### config.mk
export PLATFORM = sky130hd
export DESIGN_NAME = roi_scan_ctrl
export DESIGN_NICKNAME = d
export VERILOG_FILES = /design/src/rtl/roi_scan_pkg.sv /design/src/rtl/scan_bit_counter.sv /design/src/rtl/roi_scan_ctrl.sv
export SDC_FILE = /design/constraint.sdc
export NUM_CORES = 1
export LEC_CHECK = 0
export ABC_AREA = 1
export ABC_CLOCK_PERIOD_IN_PS = 34400
export CAP_MARGIN = 20
export CELL_PAD_IN_SITES_DETAIL_PLACEMENT = 1
export CELL_PAD_IN_SITES_GLOBAL_PLACEMENT = 2
export CORE_MARGIN = 2
export CORE_UTILIZATION = 33
export DETAILED_ROUTE_END_ITERATION = 8
export HOLD_SLACK_MARGIN = 0.15
export PLACE_DENSITY = 0.77
export RECOVER_POWER = 100
export SLEW_MARGIN = 10
export SYNTH_ARGS = -nofsm -noshare
export SYNTH_HDL_FRONTEND = slang
export SYNTH_SLANG_ARGS = --single-unit
### constraint.sdc
create_clock -name clk -period 34.4 [get_ports clk]
set_clock_uncertainty 0.05 [all_clocks]
set_input_delay 3.44 -clock clk [delete_from_list [all_inputs] [get_ports clk]]
set_output_delay 3.44 -clock clk [all_outputs]
set_load 0.03 [all_outputs]
### src/rtl/roi_scan_pkg.sv
// roi_scan_pkg: shared state encoding and default widths for the ROI scan sequencer
package roi_scan_pkg;
  typedef enum logic [2:0] {IDLE, SHIFT_IN, STROBE, SHIFT_OUT, DONE} scan_state_t;
  localparam int DIN_N_DEF = 256;
  localparam int DOUT_N_DEF = 256;
  function automatic int max2(input int a, input int b);
    return a > b ? a : b;
  endfunction
endpackage

### src/rtl/scan_bit_counter.sv
// scan_bit_counter: loadable down-counter with zero flag, shared by both shift phases
module scan_bit_counter #(
  parameter int W = 4
) (
  input  logic         clk,
  input  logic         rst,
  input  logic         load_i,
  input  logic [W-1:0] load_val_i,
  input  logic         dec_i,
  output logic [W-1:0] cnt_o,
  output logic         zero_o
);
  logic [W-1:0] cnt_q, cnt_d;
  always_comb cnt_d = load_i ? load_val_i : (dec_i && cnt_q != '0) ? cnt_q - 1'b1 : cnt_q;
  always_ff @(posedge clk or posedge rst) begin
    if (rst) cnt_q <= '0;
    else cnt_q <= cnt_d;
  end
  assign cnt_o  = cnt_q;
  assign zero_o = cnt_q == '0;
endmodule

### src/rtl/roi_scan_ctrl.sv
// roi_scan_ctrl: shifts a vector into the harness din chain, strobes the ROI, shifts the response back out
module roi_scan_ctrl
  import roi_scan_pkg::*;
#(
  parameter int DIN_N  = DIN_N_DEF,
  parameter int DOUT_N = DOUT_N_DEF
) (
  input  logic              clk,
  input  logic              rst,
  input  logic              start_i,
  input  logic [DIN_N-1:0]  vec_in_i,
  output logic              busy_o,
  output logic              done_o,
  output logic [DOUT_N-1:0] vec_out_o,
  output logic              di_o,
  output logic              stb_o,
  input  logic              do_i
);
  localparam int CNT_W = $clog2(max2(DIN_N, DOUT_N) + 1);
  scan_state_t state_q, state_d;
  logic [DIN_N-1:0] sin_q, sin_d;
  logic [DOUT_N-1:0] sout_q, sout_d, vec_out_q, vec_out_d;
  logic di_q, di_d, stb_q, stb_d, busy_q, busy_d, done_q, done_d;
  logic ld, dec, zero, accept, sample;
  logic [CNT_W-1:0] ld_val, cnt;
  scan_bit_counter #(.W(CNT_W)) u_cnt (
    .clk(clk), .rst(rst), .load_i(ld), .load_val_i(ld_val), .dec_i(dec),
    .cnt_o(cnt), .zero_o(zero)
  );
  always_ff @(posedge clk or posedge rst) begin
    if (rst) state_q <= IDLE;
    else state_q <= state_d;
  end
  always_comb begin
    state_d = state_q;
    case (state_q)
      IDLE:      state_d = start_i ? SHIFT_IN : IDLE;
      SHIFT_IN:  state_d = zero ? STROBE : SHIFT_IN;
      STROBE:    state_d = SHIFT_OUT;
      SHIFT_OUT: state_d = zero ? DONE : SHIFT_OUT;
      default:   state_d = IDLE;
    endcase
  end
  // SHIFT_OUT spends its first cycle (counter still at DOUT_N) waiting for the harness output register
  always_comb begin
    accept    = state_q == IDLE && start_i;
    sample    = state_q == SHIFT_OUT && cnt != CNT_W'(DOUT_N);
    ld        = accept || state_q == STROBE;
    ld_val    = accept ? CNT_W'(DIN_N - 1) : CNT_W'(DOUT_N);
    dec       = state_q == SHIFT_IN || state_q == SHIFT_OUT;
    di_d      = state_d == SHIFT_IN ? (accept ? vec_in_i[DIN_N-1] : sin_q[DIN_N-1]) : 1'b0;
    stb_d     = state_d == STROBE;
    busy_d    = state_d != IDLE;
    done_d    = state_d == DONE;
    sin_d     = accept ? vec_in_i << 1 : state_q == SHIFT_IN ? sin_q << 1 : sin_q;
    sout_d    = sample ? {sout_q[DOUT_N-2:0], do_i} : sout_q;
    vec_out_d = state_d == DONE ? sout_d : vec_out_q;
  end
  always_ff @(posedge clk or posedge rst) begin
    if (rst) begin
      sin_q     <= '0;
      sout_q    <= '0;
      vec_out_q <= '0;
      di_q      <= 1'b0;
      stb_q     <= 1'b0;
      busy_q    <= 1'b0;
      done_q    <= 1'b0;
    end else begin
      sin_q     <= sin_d;
      sout_q    <= sout_d;
      vec_out_q <= vec_out_d;
      di_q      <= di_d;
      stb_q     <= stb_d;
      busy_q    <= busy_d;
      done_q    <= done_d;
    end
  end
  assign busy_o    = busy_q;
  assign done_o    = done_q;
  assign vec_out_o = vec_out_q;
  assign di_o      = di_q;
  assign stb_o     = stb_q;
endmodule

=== After elaboration in Yosys (flattened, before gate mapping) ===
Cells that the tools add are included.

* Flip-flop bits (word level): 784
* Bits of input ports: 260
* Output and inout port bits: 260
* Logic and storage cells: 40

* Add/subtract/negate cells: 1
* Equal/unequal tests: 7
* Multiplexer cells: 12
* Reductions and logical operators: 11

{| class="wikitable"
|+ Operator list
! cell !! count
|-
| 256-bit 2-to-1 mux || 3
|-
| 9-bit 2-to-1 mux || 3
|-
| 3-bit one-hot mux with 4 select lines || 1
|-
| 3-bit by 2-bit == test with 1-bit output, second input constant || 3
|-
| 9-bit logical NOT || 1
|-
| 9-bit != test, second input constant || 1
|-
| 9-bit nonzero test || 1
|-
| 9-bit by 1-bit subtractor with 9-bit output, second input constant || 1
|-
| 3-bit by 1-bit == test with 1-bit output, second input constant || 2
|-
| 2-bit nonzero test || 2
|-
| 3-bit == test, second input constant || 1
|-
| 1-bit logical AND || 3
|-
| 3-bit logical NOT || 1
|-
| 1-bit 2-to-1 mux || 3
|-
| 3-bit 2-to-1 mux || 1
|-
| 3-bit nonzero test || 1
|-
| 1-bit logical OR || 2
|-
| 2-bit 2-to-1 mux || 1
|}

=== Logic depth before layout (Yosys ltp) ===
* Depth in word-level cells: 5
* Depth in mapped cells: 11
* Gate-level depth less buffers: 9

=== Cells and area by module ===
A second synthesis with hierarchy kept.

* Cell total of the unflattened synthesis: 4009
* Area total of the unflattened synthesis: 34418.0 um2

{| class="wikitable"
|+ Modules (own cells, without submodules)
! module !! times used !! cells an instance !! area each (um2)
|-
| roi_scan_ctrl || 1 || 3907 || 33738.6
|-
| scan_bit_counter || 1 || 102 || 679.4
|}

=== Worst setup path after synthesis ===
OpenSTA, ideal clock, no wires.

* Path kind: in2reg
* Start point: input start_i
* End point: register sin_q[100]
* Arrival: 4.363 ns
* Required time: 34.227 ns
* Slack: 29.864 ns
* Stages: 8
* Path through: nand2_1 > nor2_1 > inv_1 > buf_2 > buf_2 > buf_2 > nor2_1 > o21ai_1

* Word-level cells in the longest chain between the ends: 2
* Elaborated cells on any way between the ends: 3

{| class="wikitable"
|+ RTL lines
! item !! RTL line !! RTL
|-
| start: declaration || roi_scan_ctrl.sv:10 || <nowiki>input logic start_i,</nowiki>
|-
| 1-bit logical AND (*) || roi_scan_ctrl.sv:46 || <nowiki>accept = state_q == IDLE && start_i;</nowiki>
|-
| 256-bit 2-to-1 mux or 2-bit nonzero test (tied branches) || n/a ||
|-
| end signal: assignment || roi_scan_ctrl.sv:69 || <nowiki>sin_q <= sin_d;</nowiki>
|-
| end: declaration || roi_scan_ctrl.sv:21 || <nowiki>logic [DIN_N-1:0] sin_q, sin_d;</nowiki>
|}

Every way passes the cells marked *; elsewhere a longest branch is shown, timed or not.
A chain may end at the register's enable or synchronous reset.

==> flow_metrics.tcl <==
set metrics [dict create \
    cts_buffer_depth 3 \
    netlist.top_cell.by_area "dfrtp_1" \
    effective_utilization_at_floorplan 0.332 \
    detail-route-antenna-nets 0 \
    layout_cell_share_with_drive_strength_beyond_1 0.0393 \
    cpMostUsedCell "clkbuf_1" \
    totalNegativeSetupSlack_ps 0 \
    worstSetupStartpoint "rst" \
    synth_most_common_cell "nand2_1" \
    fraction_of_synthesis_flops_using_an_asynchronous_set_or_reset_pin 1.00 \
    number_of_clock_buffers_inserted_by_tritoncts 91 \
    worst_setup_path_start_kind "primary input" \
    grt_start_max_net_pins 181 \
    timing.setup.critical_path_class "in -> async" \
    worst_slew_pin_slew_ps 8920 \
    grt-busiest-layer "met2" \
    place_congestion 0.755 \
    post-route-worst-setup-slack_ps 16240 \
    count_of_routing_violations_after_the_opening_detailed_route_iteration 1728 \
    cts-htree-levels 3 \
    post-route-period-util 0.528 \
    hold_buffers 0 \
    worstReg2RegEnd "vec_out_o[67]" \
    crit_end "sin_q[107]" \
    grt-ovfl-total 0 \
    post-dp-hpwl_um 65200 \
    synth_seq_area_share 0.574 \
    required_ps 34290 \
    final.hold.worst_slack_ps 418 \
    crit_arrival_ps 18040 \
    core_area_sq_mm 0.103 \
    fin_util 0.419 \
    synth.net_count 4249 \
    timing.max_cap.violations 24 \
    vdd_ir_drop_max_v 0.0000302 \
    wl_um 107000 \
    global_route.usage.total 0.200 \
    timing_max_transition_violations_final 1969 \
    total_leakage_power_nw 21.9 \
    dieHeight_um 326 \
    slowest_stage "clkbuf_1" \
    power_per_cell_area_mw_per_mm2 45.7 \
    critPathMaxStageDelay_ps 2950 \
    tritoncts "done" \
    met3_usage 0.0535 \
    final_period_minus_worst_setup_slack_ps 18160 \
    detailedRoute.firstPassIterationCount 6 \
    cts_root_buffer "clkbuf_16" \
    synthesis.yosys.warnings 0 \
    first_global_vias 30500 \
    count_of_flip_flops_with_a_built_in_enable_after_synthesis 0 \
    ctsResizeCount 0 \
    r2r.worst_path.cells 9 \
    clkSinkCount 783 \
    skew_pair_late_insertion_delay_ps 660 \
    violations "capacitance limit, slew limit" \
    met1_usage 0.263 \
    placement.setup.worst_slack_ps 26000 \
    postCtsSetupRepairBufs 0 \
    die_width_um 326 \
    synth_cell_type_count 24 \
    number_of_setup_violations_in_the_final_report 0 \
    layout.nets 4614 \
    power_w 0.00197 \
    syn_area_per_cell_sq_um 8.57 \
    worstSetupEndpointType "asynchronous set/reset pin" \
    vias_per_cell 4.91 \
    use_met2 0.322 \
    synth_area_sq_mm 0.0342 \
    remaining_drc_errors 0 \
    synth_top_cell_area_share 0.574 \
    number_of_placement_rows 118 \
    buffer_ports.inserted 519 \
    grt_setup_unrepaired "false" \
    timing.critical_path.cells "dlygate4sd3_1 -> clkinvlp_2 -> clkbuf_1 -> clkbuf_1 -> clkbuf_1 -> clkbuf_1" \
    clk_pin_slew_worst_paths_ps 60 \
    hp-class "reg -> reg" \
    layout-area-overhead-vs-synth_pct 26.3 \
    count_of_pins_on_the_block_boundary 520 \
    num_vias 28500 \
    max_slew_margin -4.95 \
    fillers 12100 \
    outcome "finished with violations" \
    routed_wire_length_per_instance_um 18.4 \
    global_route_wire_length_before_repair_um 172000 \
    postSynth.topFlopCell "dfrtp_1" \
    die-area_sq_mm 0.106 \
    max_freq_mhz 55.1 \
    postSynthCellCount 3988 \
    r2r_slack_ps 18970 \
    grt_antenna_before_repair 17 \
    finalHoldViolations 0 \
    synth.ff_latch_count 783 \
    synth_top_area_cells "dfrtp_1 (57%), nand3_1 (11%), nand2_1 (8.9%), o21ai_0 (6.0%), and2_1 (4.7%)" \
    post_synth_most_frequent_cells "nand2_1 (814), dfrtp_1 (783), nand3_1 (777), o21ai_0 (408)" \
    path_max_fanout 106 \
    crit-reg2reg-launch "state_q[0]" \
]
worst min path at each step:
stage / startpoint / to / slack (ps) / depth (start not counted)
after CTS: vec_out_o[61] / vec_out_o[61] / 430 / 2
final: vec_out_o[214] / vec_out_o[214] / 420 / 2
after detailed placement: vec_out_o[61] / vec_out_o[61] / 410 / 2
after global routing: vec_out_o[64] / vec_out_o[64] / 440 / 2
after floorplan: sin_q[1] / sin_q[1] / 420 / 2
after global placement: vec_out_o[109] / vec_out_o[109] / 410 / 2
state kept, by name (all words and copies together) (netlist names):
register and flops:
busy_o 1, di_o 1, done_o 1, sin_q 255, sout_q 256, state_q 3
stb_o 1, u_cnt.cnt_o 9, vec_out_o 256
power breakdown:
group / total (W) / internal (W) / switching, W
clock: 0.000991 / 0.000588 / 0.000403
sequential: 0.000922 / 0.000921 / 0
combinational: 0.0000575 / 0.0000265 / 0.0000310
total: 0.00197 / 0.00154 / 0.000434
routing by layer:
layer  share of wire  wire length, um
met3           0.058             6230
met1            0.45            48400
met4           0.026             2770
met2            0.46            49800
met5          0.0014              155
cell families after synthesis:
| family | synth area share |
|---|---|
| simple gates | 0.282 |
| flops | 0.574 |
| buf+inv | 0.0670 |
| compound gates | 0.0769 |
| xor+xnor | 0.000256 |
| fa+ha+maj | 0.000366 |
layout make-up:
| class | count | area [sq um] | share of cell area |
|---|---|---|---|
| diodes | 4 | 10.0 | 0.000232 |
| clock buffers | 143 | 2800 | 0.0648 |
| clock inverters | 27 | 272 | 0.00629 |
| inverters | 273 | 1040 | 0.0242 |
| multi-input cells | 2650 | 12300 | 0.285 |
| flip-flops and latches | 783 | 19600 | 0.454 |
| well taps | 1380 | 1730 | 0.0400 |
| repair buffers | 554 | 5420 | 0.126 |
worst max-delay path: cells and delay by family:
family | cells | cell delay, ps
buffers and inverters | 6 | 14400
cells in the final DEF, fill, tap and decap left out, drive strengths merged, types with 17 or more instances in the layout:
cell / netlist / routed
clkdlybuf4s50: 0 / 257
o21ai: 520 / 520
clkbuf: 141 / 162
nand3: 779 / 779
dfrtp: 783 / 783
inv: 273 / 276
nand2: 814 / 814
clkinv: 0 / 17
dlygate4sd3: 0 / 262
nor2: 273 / 273
and2: 256 / 256
metrics by stage:
stage                     cells  area [sq um]
final                      5814         43100
after global routing       5814         43100
after CTS                  5807         43200
after detailed placement   5637         40200
after global placement     5637         40200
after floorplan            3988         34200
(Power assumes the default switching activity.)
